**config.mk**
```make
export PLATFORM = sky130hd
export DESIGN_NAME = pixel_fetch_flat
export DESIGN_NICKNAME = d
export VERILOG_FILES = /design/src/rtl/pixel_fetch_if.sv /design/src/rtl/pixel_fetch.sv /design/src/flat_wrapper.sv
export SDC_FILE = /design/constraint.sdc
export NUM_CORES = 1
export LEC_CHECK = 0
export ABC_AREA = 0
export ABC_CLOCK_PERIOD_IN_PS = 3900
export CAP_MARGIN = 20
export CORE_ASPECT_RATIO = 1.1
export CORE_MARGIN = 1
export CORE_UTILIZATION = 48
export CTS_CLUSTER_SIZE = 24
export DETAILED_ROUTE_END_ITERATION = 7
export PLACE_DENSITY = 0.81
export SKIP_CTS_REPAIR_TIMING = 1
export SLEW_MARGIN = 20
export SYNTH_ARGS = -nofsm -noshare
export SYNTH_HDL_FRONTEND = slang
export SYNTH_SLANG_ARGS = --single-unit
```
**constraint.sdc**
```tcl
create_clock -name Clk -period 3.9 [get_ports Clk]
set_input_delay 0.78 -clock Clk [delete_from_list [all_inputs] [get_ports Clk]]
set_output_delay 0.78 -clock Clk [all_outputs]
set_load 0.005 [all_outputs]
```
**src/rtl/pixel_fetch_if.sv**
```systemverilog
// pixel_fetch_if -- bundles the raster, sprite, ROM and palette-index
// signals of pixel_fetch so the pipeline has a single bus port.
//   Raster in  : DrawX, DrawY, de_in, hs_in, vs_in, scene
//   Sprite in  : player_x, player_y, player_frame
//   ROM        : bg_rom_addr/sprite_rom_addr out, bg_rom_data/sprite_rom_data in
//   Palette out: select, palette_color, map_palette_color,
//                gym_palette_color, start_palette_color
//   Timing out : de_out, hs_out, vs_out
// master = raster source / ROM model side, slave = pixel_fetch.
interface pixel_fetch_if;
  logic [9:0]  DrawX;
  logic [9:0]  DrawY;
  logic        de_in;
  logic        hs_in;
  logic        vs_in;
  logic [1:0]  scene;
  logic [9:0]  player_x;
  logic [9:0]  player_y;
  logic [1:0]  player_frame;
  logic [16:0] bg_rom_addr;
  logic [9:0]  sprite_rom_addr;
  logic [7:0]  bg_rom_data;
  logic [3:0]  sprite_rom_data;
  logic [2:0]  select;
  logic [3:0]  palette_color;
  logic [7:0]  map_palette_color;
  logic [5:0]  gym_palette_color;
  logic [4:0]  start_palette_color;
  logic        de_out;
  logic        hs_out;
  logic        vs_out;

  modport master (
    output DrawX, DrawY, de_in, hs_in, vs_in, scene,
           player_x, player_y, player_frame, bg_rom_data, sprite_rom_data,
    input  bg_rom_addr, sprite_rom_addr, select, palette_color,
           map_palette_color, gym_palette_color, start_palette_color,
           de_out, hs_out, vs_out
  );

  modport slave (
    input  DrawX, DrawY, de_in, hs_in, vs_in, scene,
           player_x, player_y, player_frame, bg_rom_data, sprite_rom_data,
    output bg_rom_addr, sprite_rom_addr, select, palette_color,
           map_palette_color, gym_palette_color, start_palette_color,
           de_out, hs_out, vs_out
  );
endinterface

```
**src/rtl/pixel_fetch.sv**
```systemverilog
// pixel_fetch -- three-stage pixel pipeline feeding the palette lookup.
//   Clk   : single clock
//   Reset : synchronous, active-high
//   bus   : pixel_fetch_if.slave (raster in, ROM address/data, palette
//           select/index out, delayed de/hs/vs out)
// Stage 1 registers ROM addresses, sprite hit and the effective scene from
// the scene FSM; stage 2 waits for the synchronous ROMs; stage 3 composites
// sprite over background. One pixel per cycle, 3 cycles latency.
module pixel_fetch (
  input logic          Clk,
  input logic          Reset,
  pixel_fetch_if.slave bus
);

  typedef enum logic [1:0] {SHOW, DRAIN, BLACK} state_t;

  localparam logic [1:0] SC_MAP   = 2'd0;
  localparam logic [1:0] SC_GYM   = 2'd1;
  localparam logic [1:0] SC_START = 2'd2;
  localparam logic [1:0] SC_BLACK = 2'd3;

  localparam logic [2:0] SEL_SPRITE = 3'd0;
  localparam logic [2:0] SEL_MAP    = 3'd1;
  localparam logic [2:0] SEL_GYM    = 3'd2;
  localparam logic [2:0] SEL_START  = 3'd3;
  localparam logic [2:0] SEL_BLANK  = 3'd4;

  state_t      state;
  logic [1:0]  cur_scene;
  logic        frame_start;
  logic [1:0]  eff_scene;

  logic [10:0] x_ext, y_ext, px_lo, py_lo, px_hi, py_hi;
  logic        hit;
  logic [3:0]  dx, dy;
  logic [16:0] x_half, y_half;

  logic        hit1, de1, hs1, vs1;
  logic [1:0]  scene1;
  logic        hit2, de2, hs2, vs2;
  logic [1:0]  scene2;

  assign frame_start = (bus.DrawX == 10'd0) && (bus.DrawY == 10'd0);

  // Sprite bounds at 11 bits so player_x + 15 cannot wrap past 1023.
  assign x_ext = {1'b0, bus.DrawX};
  assign y_ext = {1'b0, bus.DrawY};
  assign px_lo = {1'b0, bus.player_x};
  assign py_lo = {1'b0, bus.player_y};
  assign px_hi = px_lo + 11'd15;
  assign py_hi = py_lo + 11'd15;
  assign hit   = (x_ext >= px_lo) && (x_ext <= px_hi) &&
                 (y_ext >= py_lo) && (y_ext <= py_hi);

  // Low nibble of a difference only depends on the low nibbles.
  assign dx = bus.DrawX[3:0] - bus.player_x[3:0];
  assign dy = bus.DrawY[3:0] - bus.player_y[3:0];

  // (y/2)*320 = (y/2)*256 + (y/2)*64, kept in 17 bits.
  assign x_half = {7'd0, bus.DrawX} >> 1;
  assign y_half = {7'd0, bus.DrawY} >> 1;

  // The scene shown for the pixel entering now. A BLACK frame-start pixel
  // already shows the newly loaded scene; a mismatch in SHOW blanks at once.
  // NOTE: every always_comb output gets a default first, so no path can
  // leave it unassigned and infer a latch.
  always_comb begin
    eff_scene = SC_BLACK;
    case (state)
      SHOW:    eff_scene = (bus.scene == cur_scene) ? cur_scene : SC_BLACK;
      DRAIN:   eff_scene = SC_BLACK;
      BLACK:   eff_scene = frame_start ? cur_scene : SC_BLACK;
      default: eff_scene = SC_BLACK;
    endcase
  end

  // Scene FSM: DRAIN waits for a frame start to load the new scene, then
  // BLACK blanks one full frame before returning to SHOW.
  // NOTE: state is updated with non-blocking assignments so every reader in
  // this cycle sees the pre-edge value, matching real flops.
  always_ff @(posedge Clk) begin
    if (Reset) begin
      state     <= SHOW;
      cur_scene <= SC_START;
    end else begin
      case (state)
        SHOW:  if (bus.scene != cur_scene) state <= DRAIN;
        DRAIN: if (frame_start) begin
                 cur_scene <= bus.scene;
                 state     <= BLACK;
               end
        BLACK: if (frame_start) state <= SHOW;
        default: state <= SHOW;
      endcase
    end
  end

  // Stage 1: ROM addresses and per-pixel attributes.
  // NOTE: reset is synchronous and clears every pipeline flop, so a reset
  // mid-frame flushes all in-flight pixels.
  always_ff @(posedge Clk) begin
    if (Reset) begin
      bus.bg_rom_addr     <= '0;
      bus.sprite_rom_addr <= '0;
      hit1   <= 1'b0;
      de1    <= 1'b0;
      hs1    <= 1'b0;
      vs1    <= 1'b0;
      scene1 <= '0;
    end else begin
      bus.bg_rom_addr     <= (y_half << 8) + (y_half << 6) + x_half;
      bus.sprite_rom_addr <= hit ? {bus.player_frame, dy, dx} : 10'd0;
      hit1   <= hit;
      de1    <= bus.de_in;
      hs1    <= bus.hs_in;
      vs1    <= bus.vs_in;
      scene1 <= eff_scene;
    end
  end

  // Stage 2: align attributes with the ROM data arriving next cycle.
  always_ff @(posedge Clk) begin
    if (Reset) begin
      hit2   <= 1'b0;
      de2    <= 1'b0;
      hs2    <= 1'b0;
      vs2    <= 1'b0;
      scene2 <= '0;
    end else begin
      hit2   <= hit1;
      de2    <= de1;
      hs2    <= hs1;
      vs2    <= vs1;
      scene2 <= scene1;
    end
  end

  // Stage 3: composite. Unused indices stay 0; sprite index 0 is transparent
  // and the start screen never draws the sprite.
  always_ff @(posedge Clk) begin
    if (Reset) begin
      bus.select              <= SEL_BLANK;
      bus.palette_color       <= '0;
      bus.map_palette_color   <= '0;
      bus.gym_palette_color   <= '0;
      bus.start_palette_color <= '0;
      bus.de_out              <= 1'b0;
      bus.hs_out              <= 1'b0;
      bus.vs_out              <= 1'b0;
    end else begin
      bus.select              <= SEL_BLANK;
      bus.palette_color       <= '0;
      bus.map_palette_color   <= '0;
      bus.gym_palette_color   <= '0;
      bus.start_palette_color <= '0;
      bus.de_out              <= de2;
      bus.hs_out              <= hs2;
      bus.vs_out              <= vs2;
      if (de2) begin
        case (scene2)
          SC_MAP, SC_GYM: begin
            if (hit2 && (bus.sprite_rom_data != 4'd0)) begin
              bus.select        <= SEL_SPRITE;
              bus.palette_color <= bus.sprite_rom_data;
            end else if (scene2 == SC_MAP) begin
              bus.select            <= SEL_MAP;
              bus.map_palette_color <= bus.bg_rom_data;
            end else begin
              bus.select            <= SEL_GYM;
              bus.gym_palette_color <= bus.bg_rom_data[5:0];
            end
          end
          SC_START: begin
            bus.select              <= SEL_START;
            bus.start_palette_color <= bus.bg_rom_data[4:0];
          end
          default: bus.select <= SEL_BLANK;
        endcase
      end
    end
  end

endmodule

```
**src/flat_wrapper.sv**
```systemverilog
// flat-port wrapper written by rule: the top's interface ports become plain ports
module pixel_fetch_flat 
  (Clk, Reset, bus_DrawX, bus_DrawY, bus_de_in, bus_hs_in, bus_vs_in, bus_scene, bus_player_x, bus_player_y, bus_player_frame, bus_bg_rom_data, bus_sprite_rom_data, bus_bg_rom_addr, bus_sprite_rom_addr, bus_select, bus_palette_color, bus_map_palette_color, bus_gym_palette_color, bus_start_palette_color, bus_de_out, bus_hs_out, bus_vs_out);
  pixel_fetch_if bus_i ();
  input logic Clk;
  input logic Reset;
  input wire logic [$bits(bus_i.DrawX)-1:0] bus_DrawX;
  input wire logic [$bits(bus_i.DrawY)-1:0] bus_DrawY;
  input wire logic [$bits(bus_i.de_in)-1:0] bus_de_in;
  input wire logic [$bits(bus_i.hs_in)-1:0] bus_hs_in;
  input wire logic [$bits(bus_i.vs_in)-1:0] bus_vs_in;
  input wire logic [$bits(bus_i.scene)-1:0] bus_scene;
  input wire logic [$bits(bus_i.player_x)-1:0] bus_player_x;
  input wire logic [$bits(bus_i.player_y)-1:0] bus_player_y;
  input wire logic [$bits(bus_i.player_frame)-1:0] bus_player_frame;
  input wire logic [$bits(bus_i.bg_rom_data)-1:0] bus_bg_rom_data;
  input wire logic [$bits(bus_i.sprite_rom_data)-1:0] bus_sprite_rom_data;
  output wire logic [$bits(bus_i.bg_rom_addr)-1:0] bus_bg_rom_addr;
  output wire logic [$bits(bus_i.sprite_rom_addr)-1:0] bus_sprite_rom_addr;
  output wire logic [$bits(bus_i.select)-1:0] bus_select;
  output wire logic [$bits(bus_i.palette_color)-1:0] bus_palette_color;
  output wire logic [$bits(bus_i.map_palette_color)-1:0] bus_map_palette_color;
  output wire logic [$bits(bus_i.gym_palette_color)-1:0] bus_gym_palette_color;
  output wire logic [$bits(bus_i.start_palette_color)-1:0] bus_start_palette_color;
  output wire logic [$bits(bus_i.de_out)-1:0] bus_de_out;
  output wire logic [$bits(bus_i.hs_out)-1:0] bus_hs_out;
  output wire logic [$bits(bus_i.vs_out)-1:0] bus_vs_out;
  assign bus_i.DrawX = bus_DrawX;
  assign bus_i.DrawY = bus_DrawY;
  assign bus_i.de_in = bus_de_in;
  assign bus_i.hs_in = bus_hs_in;
  assign bus_i.vs_in = bus_vs_in;
  assign bus_i.scene = bus_scene;
  assign bus_i.player_x = bus_player_x;
  assign bus_i.player_y = bus_player_y;
  assign bus_i.player_frame = bus_player_frame;
  assign bus_i.bg_rom_data = bus_bg_rom_data;
  assign bus_i.sprite_rom_data = bus_sprite_rom_data;
  assign bus_bg_rom_addr = bus_i.bg_rom_addr;
  assign bus_sprite_rom_addr = bus_i.sprite_rom_addr;
  assign bus_select = bus_i.select;
  assign bus_palette_color = bus_i.palette_color;
  assign bus_map_palette_color = bus_i.map_palette_color;
  assign bus_gym_palette_color = bus_i.gym_palette_color;
  assign bus_start_palette_color = bus_i.start_palette_color;
  assign bus_de_out = bus_i.de_out;
  assign bus_hs_out = bus_i.hs_out;
  assign bus_vs_out = bus_i.vs_out;
  pixel_fetch u_core (.Clk(Clk), .Reset(Reset), .bus(bus_i));
endmodule
```
# Word level (Yosys, flattened, before mapping)
# Index checks and enable logic that the tools add are counted.
dict set report op_classes {
  n_addsub 6
  n_lt_le_gt_ge 4
  n_eq_ne 9
  n_mux 10
  bitwise 6
  n_reduce_logical 19
}
# op count
set ops {}
lappend ops {{10-bit by 4-bit adder with 11-bit output, second input constant} 2}
lappend ops {{10-bit by 11-bit <= comparator with 1-bit output} 2}
lappend ops {{10-bit >= comparator} 2}
lappend ops {{10-bit zero test} 2}
lappend ops {{17-bit by 15-bit adder with 17-bit output} 1}
lappend ops {{17-bit by 9-bit adder with 17-bit output} 1}
lappend ops {{2-bit 2-to-1 mux} 6}
lappend ops {{5-bit OR reduction} 2}
lappend ops {{4-bit subtractor} 2}
lappend ops {{2-bit by 1-bit != test with 1-bit output, second input constant} 3}
lappend ops {{1-bit inverter} 6}
lappend ops {{2-bit one-hot mux with 3 select lines} 1}
lappend ops {{3-bit one-hot mux with 2 select lines} 1}
lappend ops {{2-bit OR reduction} 3}
lappend ops {{1-bit logical AND} 5}
lappend ops {{2-bit by 1-bit equality test with 1-bit output, second input constant} 2}
lappend ops {{2-bit equality test, second input constant} 2}
lappend ops {{2-bit zero test} 2}
lappend ops {{2-bit one-hot mux with 2 select lines} 1}
lappend ops {{4-bit nonzero test} 1}
lappend ops {{4-bit OR reduction} 1}
lappend ops {{3-bit 2-to-1 mux} 1}
lappend ops {{3-bit AND reduction} 1}
lappend ops {{3-bit OR reduction} 1}
lappend ops {{other kinds (3)} 3}
dict set report word_totals {
  regBits 72
  in_bits 61
  out_inout_bits 56
  word_cells 76
}

# Logic depth before layout (Yosys ltp)
# Gate-level depths: netlist (run 1).
dict set report logic_depth {
  depth_word 7
  depth_mapped 13
  ltp_nobuf 12
}

# Least setup slack after synthesis (run 1)
# No wires, ideal clock.
dict set report synth_path {
  path_type {input -> register}
  start {input bus_player_x[0]}
  end {register u_core.bus.sprite_rom_addr[3]}
  setup_ps 73
  arrival_time_ps 2933
  t_required_ps 3827
  path_slack_ps 894
  stages 13
  n_path_buf 1
  cell_sequence {inv_1 -> ha_1 -> a211oi_2 -> nand3_1 -> xnor2_1 -> ha_1 -> a21o_1 -> a211oi_1 -> o21ai_0 -> o221ai_1 -> nand4_2 -> buf_6 -> nor3_2}
}
dict set report synth_between {
  elab_chain_len 7
  elab_cells_between_ends 9
  cone_classes {add/sub (2); order compare (2); bitwise (1); reduce/logical (4)}
}
# item line_no
set synth_lines {}
lappend synth_lines {{start: declaration} flat_wrapper.sv:13} ;# input wire logic [$bits(bus_i.player_x)-1:0] bus_player_x;
lappend synth_lines {{10-bit by 4-bit adder with 11-bit output} pixel_fetch.sv:50} ;# assign px_hi = px_lo + 11'd15;
lappend synth_lines {{10-bit by 11-bit <= comparator with 1-bit output} pixel_fetch.sv:52} ;# assign hit = (x_ext >= px_lo) && (x_ext <= px_hi) &&
lappend synth_lines {{1-bit logical AND (2 in a row)} pixel_fetch.sv:52}
lappend synth_lines {{1-bit logical AND} pixel_fetch.sv:53} ;# (y_ext >= py_lo) && (y_ext <= py_hi);
lappend synth_lines {{1-bit inverter (no line)} -}
lappend synth_lines {{2-bit OR reduction (no line)} -}
lappend synth_lines {{end signal: assignment} pixel_fetch.sv:112} ;# bus.sprite_rom_addr <= hit ? {bus.player_frame, dy, dx} : 10'd0;
lappend synth_lines {{end: declaration} pixel_fetch_if.sv:44} ;# output bg_rom_addr, sprite_rom_addr, select, palette_color,
# Several ways; a longest one is shown, not always the timed one.
# A chain may end at the register's enable or synchronous reset.

# Worst setup path in the final report (run 1)
dict set report layout_path {
  start {input bus_player_x[1]}
  end {register u_core.bus.sprite_rom_addr[3]}
}
# The elaborated chain is that of the path after synthesis.

==> results of run 1 <==
==> cell families (layout without fill, tap and decap cells) <==
family,after synthesis,count (layout),share of synthesized area
xor gates and xnor gates,30,30,0.0670
adders and majority gates,63,63,0.209
muxes,1,1,0.00255
and+or+nand+nor,138,138,0.205
AOI/OAI and AO/OA,61,61,0.112
buffers and inverters,36,168,0.0373
DFF,72,72,0.367
==> power by group through the flow <==
stage | clock network [mW] | logic, mW | registers (mW)
after CTS | 0.589 | 0.446 | 0.779
after floorplan | 0 | 0.242 | 0.798
after global placement | 0 | 0.430 | 0.795
final | 0.575 | 0.445 | 0.779
after global routing | 0.619 | 0.493 | 0.782
after detailed placement | 0 | 0.442 | 0.796
==> worst paths after layout <==
path | startpoint | endpoint | slack [ns] | cells after the start
worst min register to register | u_core.de1 | u_core.de2 | 0.44 | 1
worst min-delay path | u_core.de1 | u_core.de2 | 0.44 | 1
worst max register to register | u_core.de2 | u_core.bus.map_palette_color[1] | 2.57 | 5
worst max-delay path | bus_player_x[1] | u_core.bus.sprite_rom_addr[3] | 0.36 | 14
==> per-layer routing <==
layer / vias to the layer above / wire length [microns]
met5: - / 0
met4: 0 / 193
met3: 17 / 453
met2: 104 / 4620
met1: 1511 / 3960
li1: 1644 / -
==> worst max-delay path: stages <==
cell	delay, ns
clkdlybuf4s50_1	0.53
inv_1	0.08
ha_1	0.23
a211oi_2	0.30
nand3_1	0.17
xnor2_1	0.16
ha_1	0.32
a21o_1	0.19
a211oi_1	0.21
o21ai_0	0.11
o221ai_1	0.21
nand4_2	0.12
buf_4	0.21
nor3_2	0.18
==> flip-flops by register name, indices dropped and copies added, names as in the netlist, 2 cells and up <==
signal,count
u_core.bus.select,3
u_core.bus.gym_palette_color,6
u_core.bus.map_palette_color,8
u_core.bus.start_palette_color,5
u_core.state,2
u_core.scene2,2
u_core.bus.bg_rom_addr,17
u_core.bus.palette_color,4
u_core.bus.sprite_rom_addr,10
u_core.cur_scene,2
u_core.scene1,2
==> per-stage QoR <==
stage          cell area [sq um]   util  hold slack (ns)
2_1_floorplan               3920      -            0.414
3_3_place_gp                5230  0.661            0.418
3_5_place_dp                5230  0.661            0.429
4_1_cts                     5430  0.686            0.446
5_1_grt                     5430  0.686            0.451
6_report                    5430  0.686            0.438
==> layout make-up <==
cell class,count,share of cell area
Timing Repair Buffer,122,0.222
Multi-Input combinational cell,293,0.430
Clock buffer,11,0.0260
Tap cell,108,0.0249
Clock inverter,5,0.0104
Sequential cell,72,0.266
Inverter,30,0.0207
==> placed cells by master (no fill, tap or decap), drive strengths merged, types with 2 or more instances in the layout <==
master,synthesis,layout
or2,2,2
dfxtp,72,72
and3,5,5
and2,19,19
nor2,29,29
nor2b,25,25
xor2,9,9
ha,59,59
a211o,4,4
nand4,4,4
nand3,5,5
xnor2,21,21
a2111oi,4,4
fa,4,4
clkinv,0,3
o21ai,11,11
clkdlybuf4s50,0,116
o41a,2,2
clkbuf,4,11
nor3b,6,6
nor3,13,13
a21o,6,6
o21a,6,6
nor4,7,7
a21oi,11,11
a211oi,3,3
buf,2,6
nand2,16,16
nand2b,5,5
o211ai,2,2
a31oi,5,5
inv,30,30
==> qor.txt, run 1 <==
Antenna cell count: 0
TNS Setup: 0 ns
Netlist Area Pre-Place: 0.00392 sq mm
Clk root buf: clkbuf_8
# placed instances: 625
Post-Layout Cell Count: 641
Power density of the placed cells: 331 mW/mm^2
Total track usage: 0.224
I/O pins: 117
Die Y: 96.8 microns
Synth area leaders: dfxtp_1, ha_1, xnor2_1, nor2b_1, and2_1
Clock share of power: 0.319
DRT iter0 DRCs: 78
Finish-stage setup viols: 0
NetSw: 483 uW
Avg Inst Size Synth: 9.78 sq um
CP max FO: 11
YS warnings: 0
Clock Skew: 0.00940 ns
Number of port buffers: 116
Worst-Skew Late Latency: 0.34 ns
Clock sink count: 72
Switching part of the total: 0.268
RSZ-0062 raised after global routing: false
Pre-CTS WS: 0.0877 ns
Int Power: 1.32 mW
Router iterations before antenna repair: 4
Sequential area share after synthesis: 0.367
Number of synthesized flops with an enable pin: 0
Starting Density: 0.496
GR peak layer: met2
Final total power: 1.80 mW
FF+latch count, synth: 72
Number of buffers created by CTS: 9
Total grt overflow: 0
FP Rows: 34
Relative slew slack: 0.570
Crit Path Class: in -> reg
Final Hold Vio Count: 0
Most numerous cell in the Yosys netlist: dfxtp_1
Global placer's final weighted congestion: 0.928
Area Overhead vs Synth: 38.4%
Worst Tran Pin Value: 0.643 ns
Met1 usage: 0.265
Post-DP HPWL: 7.56 mm
WP data required: 4.16 ns
Met2 GRT Util: 0.396
CP Launch Type: input port
Fillcell total: 636
Max VDD drop: 154 uV
Die Area: 0.00854 sq mm
Max-Cap Viols: 0
Final nets: 652
Minimum clock period: 3.54 ns
Register area: 0.00144 sq mm
Vias per cell: 5.11
Final Max Slew Viols: 0
Met3 Usage GRT: 0.0469
Leakage: 2.30 nW
CTS Buffer Depth: 2
Largest net degree at the start of global routing: 36
Vias: 3276
Reg clk slew, reported paths: 0.07 ns
Main synth FF type: dfxtp_1
Data arrival, critical path: 3.80 ns
F_max: 283 MHz
Total core area: 0.00791 sq mm
Syn nets: 525
Status: finished clean
Synth cell types: 49
Vias in the first global route: 3306
Critical Path Sink Type: flop
Final Cycle Share: 0.908
First-pass GRT wire length: 14.9 mm
Drt total wl: 9.23 mm
Final Worst Setup Slack: 0.360 ns
Antenna violations before repair: 0
Mean routed wirelength per cell: 14.4 microns
Yosys top cell area share: 0.367
Cells after Synth: 401
Seq pwr share: 0.433
CTS tree: built
Area occupied by multi-input gates: 0.00233 sq mm
Comb power frac: 0.248
H-tree depth: 3
Synth area leader: dfxtp_1
Worst Hold Class: reg -> reg
Antenna Nets Post-Route: 0
Commonest cells post-synth: dfxtp_1, ha_1, inv_1, nor2_1, nor2b_1
Drt drc: 0
Asr flop ratio synth: 0
Die Wd: 88.2 microns
Share of cells above drive strength 1: 0.0713
Power figures use the tool's default switching activity.
==> run 2, diff against run 1 <==
--- a/config.mk
+++ b/config.mk
@@ -10,10 +10,12 @@
 export CAP_MARGIN = 20
 export CORE_ASPECT_RATIO = 1.1
 export CORE_MARGIN = 1
-export CORE_UTILIZATION = 48
+export CORE_UTILIZATION = 63
 export CTS_CLUSTER_SIZE = 24
 export DETAILED_ROUTE_END_ITERATION = 7
-export PLACE_DENSITY = 0.81
+export DONT_BUFFER_PORTS = 1
+export GPL_TIMING_DRIVEN = 0
+export PLACE_DENSITY = 0.79
 export SKIP_CTS_REPAIR_TIMING = 1
 export SLEW_MARGIN = 20
 export SYNTH_ARGS = -nofsm -noshare
==> qor.txt, run 2 (synthesis gave the netlist of run 1 again) <==
Status: finished clean
Worst-Skew Late Latency: 0.35 ns
Total track usage: 0.257
Vias: 2859
Critical Path Sink Type: flop
I/O pins: 117
Total core area: 0.00588 sq mm
TNS Setup: 0 ns
Most common cell after layout, fill and taps aside: dfxtp_1
Drt total wl: 7.97 mm
Critical path, cell by cell: inv_1, ha_1, a211oi_2, nand3_1, xnor2_1, ha_1, a21o_1, a211oi_1, o21ai_0, o221ai_1, nand4_2, buf_6, nor3b_2
Drt drc: 0
Worst path most repeated cell: ha_1
Die Area: 0.00655 sq mm
Switching part of the total: 0.297
Int Power: 1.15 mW
Worst Hold Class: reg -> reg
CP max FO: 10
Crit Path Class: in -> reg
Die Wd: 77.2 microns
Starting Density: 0.667
Relative slew slack: 0.596
Seq pwr share: 0.481
DRT iter0 DRCs: 94
Reg clk slew, reported paths: 0.09 ns
Biggest register: u_core.bus.bg_rom_addr
Final nets: 536
Global placer's final weighted congestion: 0.925
Finish-stage setup viols: 0
Max VDD drop: 223 uV
Largest net degree at the start of global routing: 16
Clk root buf: clkbuf_8
Die Y: 84.8 microns
Router iterations before antenna repair: 4
CTS tree: built
Final Hold Vio Count: 0
Clock Skew: 0.0122 ns
Hold WS: 0.440 ns
Minimum clock period: 3.03 ns
Worst path bufs/invs: 2
Area Overhead vs Synth: 7.18%
Comb power frac: 0.182
Max FFs per register: 17
Max-Cap Viols: 0
CTS Buffer Depth: 2
Clock sink count: 72
Share of cells above drive strength 1: 0.0839
Antenna cell count: 0
Final Max Slew Viols: 0
CP Launch Type: input port
Slowest-stage cell, CP: a211oi_2
Post-DP HPWL: 6.39 mm
F_max: 331 MHz
Vias per cell: 5.79
First-pass GRT wire length: 13.1 mm
Commonest cells after routing, fill and taps aside: dfxtp_1, ha_1, inv_1, nor2_1, nor2b_1
Antenna Nets Post-Route: 0
Antenna violations before repair: 0
Final Cycle Share: 0.776
Clock share of power: 0.337
FP Rows: 29
RSZ-0062 raised after global routing: false
WP data required: 4.18 ns
Number of port buffers: 0
Total grt overflow: 0
Biggest regs: u_core.bus.bg_rom_addr: 17 flops, u_core.bus.sprite_rom_addr: 10 flops, u_core.bus.map_palette_color: 8 flops
Top Family by Delay on Critical Path: compound AO/OA/AOI/OAI gates
Leakage: 1.85 nW
H-tree depth: 3
Mean routed wirelength per cell: 16.1 microns
Data arrival, critical path: 3.30 ns
Number of buffers created by CTS: 9
Power density of the placed cells: 390 mW/mm^2
CP max stage delay: 0.29 ns
Vias in the first global route: 2980
NetSw: 487 uW
Worst Tran Pin Value: 0.605 ns
==> run 2: cell types whose count changed in the layout (fill, tap and decap cells not counted), moves of 2 or more <==
cell	change
clkdlybuf4s50_1	-116
buf_4	-5
clkbuf_1	+3
inv_6	+3
clkinv_2	-2
==> run 2: metal layers <==
metal,GRT usage,vias up,part of all wire
met3,0.0848,21,0.074
met1,0.263,1304,0.40
met4,0.141,0,0.031
li1,-,1417,-
met5,0,-,0
met2,0.460,117,0.49
==> run 2: layout make-up <==
class                      instances  area [sq um]
buffer                             6          33.8
clock buffer                       9           124
clock inverter                     7          61.3
fill                             462          1670
inverter                          30           113
multi-input combinational        293          2330
sequential                        72          1440
tap                               77          96.3
==> run 2: through the flow <==
step                utilization  cell area (sq um)  setup WS [ns]  total power, mW  instances
finish                    0.715               4200          0.875             1.64        494
global route              0.715               4200          0.726             1.73        494
CTS                       0.715               4200          0.888             1.65        494
detailed placement        0.684               4020          0.514             1.10        478
global placement          0.684               4020          0.548             1.09        478
floorplan                     -               3920          0.894             1.04        401
==> run 2: final timing paths <==
path | start | endpoint | slack (ns) | depth (start not counted)
worst min register to register | u_core.de1 | u_core.de2 | 0.44 | 1
worst max-delay path | bus_player_x[0] | u_core.bus.sprite_rom_addr[4] | 0.87 | 13
worst min-delay path | u_core.de1 | u_core.de2 | 0.44 | 1
worst max register to register | u_core.de2 | u_core.bus.map_palette_color[4] | 2.51 | 5
==> run 2: power by group through the flow <==
stage / combinational [mW] / sequential [mW] / clock (mW)
finish: 0.299 / 0.787 / 0.553
global route: 0.342 / 0.790 / 0.593
CTS: 0.299 / 0.788 / 0.563
detailed placement: 0.294 / 0.805 / 0
global placement: 0.283 / 0.804 / 0
floorplan: 0.242 / 0.798 / 0
